===== src/rtl/irq_request_gen.sv =====
// Interrupt request generator: synchronizes, latches and arbitrates
// peripheral lines and issues one request per ISR to the controller.
module irq_request_gen #(
  parameter int NSRC        = 4,
  parameter int SYNC_STAGES = 2
) (
  input  logic            clk,
  input  logic            nrst,
  input  logic [NSRC-1:0] src_irq,
  input  logic            sel_ISR,
  input  logic            ISR_running,
  input  logic            ret_ISR,
  output logic            int_sig,
  input  logic            cfg_we,
  input  logic [1:0]      cfg_addr,
  input  logic [7:0]      cfg_wdata,
  output logic [7:0]      cfg_rdata,
  output logic [2:0]      irq_id
);

  typedef enum logic [2:0] {
    S_IDLE, S_REQ, S_SERVICE, S_RETURN, S_GAP
  } state_t;

  state_t state_q, state_d;

  logic [NSRC-1:0] sync_q [SYNC_STAGES];
  logic [NSRC-1:0] prev_q;
  logic [NSRC-1:0] pend_q, pend_d;
  logic [NSRC-1:0] en_q, en_d;
  logic [NSRC-1:0] mode_q, mode_d;
  logic [2:0]      id_q, id_d;

  logic [NSRC-1:0] synced, rise, set_v;
  logic [NSRC-1:0] w1c, claim_m, elig;
  logic [2:0]      winner;
  logic            claim;
  logic            valid;
  logic [7:0]      rd_v;
  logic            unused_wdata;

  assign unused_wdata = ^cfg_wdata;

  always_ff @(posedge clk or negedge nrst) begin
    if (!nrst) begin
      for (int i = 0; i < SYNC_STAGES; i++)
        sync_q[i] <= '0;
      prev_q <= '0;
    end else begin
      sync_q[0] <= src_irq;
      for (int i = 1; i < SYNC_STAGES; i++)
        sync_q[i] <= sync_q[i-1];
      prev_q <= synced;
    end
  end

  assign synced = sync_q[SYNC_STAGES-1];
  assign rise   = synced & ~prev_q;
  assign set_v  = (mode_q & rise) | (~mode_q & synced);
  assign elig   = pend_q & en_q;

  // Lowest index wins: scan downward so the last hit is the lowest.
  always_comb begin
    winner = '0;
    for (int i = NSRC - 1; i >= 0; i--)
      if (elig[i]) winner = 3'(i);
  end

  always_comb begin
    en_d   = en_q;
    mode_d = mode_q;
    w1c    = '0;
    if (cfg_we) begin
      unique case (cfg_addr)
        2'd0:    en_d   = cfg_wdata[NSRC-1:0];
        2'd1:    w1c    = cfg_wdata[NSRC-1:0];
        2'd3:    mode_d = cfg_wdata[NSRC-1:0];
        default: ;
      endcase
    end
  end

  always_comb begin
    state_d = state_q;
    id_d    = id_q;
    claim   = 1'b0;
    unique case (state_q)
      S_IDLE: begin
        if (elig != '0 && !ISR_running && !ret_ISR) begin
          id_d    = winner;
          state_d = S_REQ;
        end
      end
      S_REQ: begin
        if (sel_ISR) begin
          claim   = 1'b1;
          state_d = S_SERVICE;
        end else if (elig == '0) begin
          state_d = S_IDLE;
        end
      end
      S_SERVICE: begin
        if (ret_ISR) state_d = S_RETURN;
      end
      S_RETURN: begin
        if (!ISR_running && !ret_ISR) state_d = S_GAP;
      end
      S_GAP:   state_d = S_IDLE;
      default: state_d = S_IDLE;
    endcase
  end

  always_comb begin
    for (int i = 0; i < NSRC; i++)
      claim_m[i] = claim && (id_q == 3'(i));
  end

  // A new set in the same cycle as a clear keeps the bit pending.
  assign pend_d = (pend_q & ~(w1c | claim_m)) | set_v;

  always_ff @(posedge clk or negedge nrst) begin
    if (!nrst) begin
      state_q <= S_IDLE;
      id_q    <= '0;
      pend_q  <= '0;
      en_q    <= '0;
      mode_q  <= '0;
    end else begin
      state_q <= state_d;
      id_q    <= id_d;
      pend_q  <= pend_d;
      en_q    <= en_d;
      mode_q  <= mode_d;
    end
  end

  assign valid = (state_q == S_REQ) || (state_q == S_SERVICE);

  always_comb begin
    rd_v = '0;
    unique case (cfg_addr)
      2'd0:    rd_v[NSRC-1:0] = en_q;
      2'd1:    rd_v[NSRC-1:0] = pend_q;
      2'd2:    rd_v = {valid, 4'b0000, id_q};
      default: rd_v[NSRC-1:0] = mode_q;
    endcase
  end

  assign cfg_rdata = rd_v;
  assign int_sig   = (state_q == S_REQ);
  assign irq_id    = id_q;

endmodule


===== config.mk =====
export PLATFORM = sky130hd
export DESIGN_NAME = irq_request_gen
export DESIGN_NICKNAME = d
export VERILOG_FILES = /design/src/rtl/irq_request_gen.sv
export SDC_FILE = /design/constraint.sdc
export NUM_CORES = 1
export LEC_CHECK = 0
export CAP_MARGIN = 20
export CORE_MARGIN = 2
export CORE_UTILIZATION = 45
export CTS_CLUSTER_SIZE = 40
export DETAILED_ROUTE_END_ITERATION = 10
export GPL_TIMING_DRIVEN = 0
export PLACE_DENSITY = 0.74
export SYNTH_ARGS = -nofsm -noshare
export SYNTH_HDL_FRONTEND = slang
export SYNTH_SLANG_ARGS = --single-unit

===== constraint.sdc =====
create_clock -name clk -period 1.6 [get_ports clk]
set_input_delay 0.4 -clock clk [delete_from_list [all_inputs] [get_ports clk]]
set_output_delay 0.4 -clock clk [all_outputs]
set_load 0.1 [all_outputs]

==> impl_metrics.env <==
export IMPL_grt_max_degree=19
export IMPL_gp_congestion=0.8386
export IMPL_final_util=0.6723
export IMPL_finClkSkew_ns=0.01725
export IMPL_start_util=0.4700
export IMPL_path_clk_slew_ns=0.10
export IMPL_yosysSeqAreaShare=0.5648
export IMPL_synthFlopType="dfrtp_1"
export IMPL_fin_crit_sh=1.186
export IMPL_synthTopCellsByCount="29 x dfrtp_1, 16 x nand2_1, 10 x mux2_2"
export IMPL_portBuffers=21
export IMPL_viasPerCell=5.339
export IMPL_pwr_density_cell_nw_per_um2=1660
export IMPL_dr_pass1_iters=4
export IMPL_status="complete, but fails checks"
export IMPL_crit_fanout=2
export IMPL_synth_seq_cells=29
export IMPL_drt_wl_total_um=2765
export IMPL_clk_latency_ns=0.33
export IMPL_num_vias=945
export IMPL_async_flop_share=1.000
export IMPL_failed_checks="negative setup slack"
export IMPL_yosysMostFrequentCell="dfrtp_1"
export IMPL_core_um2=2734
export IMPL_r2r_end="irq_id[0]"
export IMPL_drt_iter0_markers=24
export IMPL_synth_edf_count=0
export IMPL_crit_type="flop to primary output"
export IMPL_drc_errors=0
export IMPL_root_buffer="clkbuf_4"
export IMPL_cp_data_required_time_ns=1.20
export IMPL_min_from="sync_q[5]"
export IMPL_die_area_um2=3299
export IMPL_clock_sinks=29
export IMPL_post_dp_hpwl_um=1835
export IMPL_insertedDiodeCount=0
export IMPL_cap_violations=0
export IMPL_ys_types=28
export IMPL_grt_pass1_vias=959
export IMPL_synth_area_leaders="dfrtp_1 56%, mux2_2 8.8%, nand2_1 4.7%"
export IMPL_area_growth_pct=43.04
export IMPL_grt_setup_unrepaired="yes"
export IMPL_fin_nets=165
export IMPL_yosys_area_top_type_share=0.5648
export IMPL_max_freq_mhz=527.1
export IMPL_h_tree_depth=2
export IMPL_relSlewSlack=0.5921
export IMPL_setup_viol=6
export IMPL_netlist_instances=102
export IMPL_synth_top_cell_by_area="dfrtp_1"
export IMPL_numCtsBuffers=5
export IMPL_maxSlewViolCount=0
export IMPL_track_usage=0.1898
export IMPL_worst_setup_path_start_kind="flop"
export IMPL_ff2ff_path_depth=6
export IMPL_synth_area_um2=1285
export IMPL_ys_warn_count=0
export IMPL_setup_ws_ns=-0.2971
export IMPL_hold_path_cell_count=0
export IMPL_crit_reg2reg_launch="state_q[1]"
export IMPL_vdd_drop_max_v=0.001533
export IMPL_final_area_um2=1838
export IMPL_ff2ff_setup_slack_ns=0.08
export IMPL_die_width_um=57.44
export IMPL_detail_route_antenna_nets=0
export IMPL_postPlaceCellArea_um2=1617
export IMPL_arrival_ns=1.50
export IMPL_endpoint_kind="primary output"
export IMPL_p_leak_nw=0.8032
export IMPL_avgSynthCellArea_um2=12.60
export IMPL_rows=19
export IMPL_antenna_found_initial=0
export IMPL_grt_first_pass_wirelength_um=4560
export IMPL_cts_buffer_depth=2
export IMPL_gr_total_overflow=0
export IMPL_ioPinCount=32
export IMPL_hold_end="synced[1]"
export IMPL_hold_violations=0
export IMPL_die_height_um=57.44
export IMPL_layout_min_cycle_time_ns=1.897
export IMPL_cts_tree="built"
export IMPL_drive_above_1_share=0.3904
export IMPL_place_ws_ns=-0.9651
export IMPL_total_power_mw=3.051
export IMPL_worstMarginPinSlew_ns=0.6099
export IMPL_wl_per_cell_um=15.62
export IMPL_hold_path_class="flop to flop"
[report_power, final]
group / total, mW / internal, mW / switching, mW
Clock: 0.415 / 0.167 / 0.248
Sequential: 0.958 / 0.876 / 0.0814
Combinational: 1.68 / 0.701 / 0.977
[worst max-delay path, cell delays in order, from the launching register on]
cell and delay (ns):
dfrtp_4 0.48, mux4_2 0.49, buf_12 0.19
[cells in the final DEF (no fill, tap or decap), types with 4 or more instances in the layout]
cell type,count
a21oi_1,4
dfrtp_1,26
a32o_1,4
clkdlybuf4s50_1,13
buf_6,5
nand2_1,16
clkbuf_4,5
nor2_1,4
mux2_2,8
buf_12,5
buf_4,15
conb_1,4
[registers in the layout, indices dropped and copies added (netlist names)]
register and count:
en_q 4, mode_q 4, pend_q 4, prev_q 4, sync_q 4, synced 4
state_q 3, irq_id 2
[stage by stage]
stage	hold WS, ns	cells	TNS (ns)
finish	0.3369	177	-1.372
detailed placement	0.3371	158	-7.382
global placement	0.3332	157	-16.90
floorplan	0.1044	105	-2.927
CTS	0.3512	176	-1.514
global route	0.3552	177	-1.705
[timing repair]
action / CTS / global route
gates resized for setup: 70 / 2
pin swaps: 2 / 2
setup buffers: 10 / 1
hold buffers: 0 / 0
setup endpoints to repair: 8 / 8
gates cloned: 0 / 0
[cells by family (layout without fill, tap and decap cells)]
logic type             after synthesis  count (layout)  synth area share
AND/OR/NAND/NOR                     34              34            0.1500
flip-flops                          29              29            0.5648
AO/OA/AOI/OAI                       15              15           0.09349
multiplexers                        13              13            0.1305
buffers and inverters                9              50           0.05160
other                                1               4          0.002918
XOR/XNOR                             1               1          0.006817
[final cells by class]
| class | count | area [µm²] |
|---|---|---|
| plain buffers | 8 | 65.06 |
| clock buffers | 6 | 41.29 |
| clock inverters | 2 | 10.01 |
| fillers | 219 | 895.9 |
| inverters | 1 | 3.754 |
| multi-input cells | 67 | 563.0 |
| flip-flops and latches | 29 | 734.5 |
| well taps | 31 | 38.79 |
| repair buffers | 33 | 381.6 |
[worst max path at each step]
stage               slack [ns]           end         from
global placement         -0.96  cfg_rdata[2]  cfg_addr[0]
floorplan                -0.50     pend_q[3]   state_q[2]
finish                   -0.30  cfg_rdata[0]    irq_id[0]
global route             -0.35  cfg_rdata[0]    irq_id[0]
CTS                      -0.32  cfg_rdata[0]    irq_id[0]
detailed placement       -0.97  cfg_rdata[3]  cfg_addr[0]
[metal layers]
| metal | part of all wire | GRT usage | vias to the layer above |
|---|---|---|---|
| li1 | - | - | 450 |
| met1 | 0.43 | 0.2352 | 462 |
| met2 | 0.49 | 0.2938 | 29 |
| met3 | 0.062 | 0.06576 | 4 |
| met4 | 0.013 | 0.09635 | 0 |
| met5 | 0 | 0 | - |
Note: power is estimated with default switching activity, not from simulation.
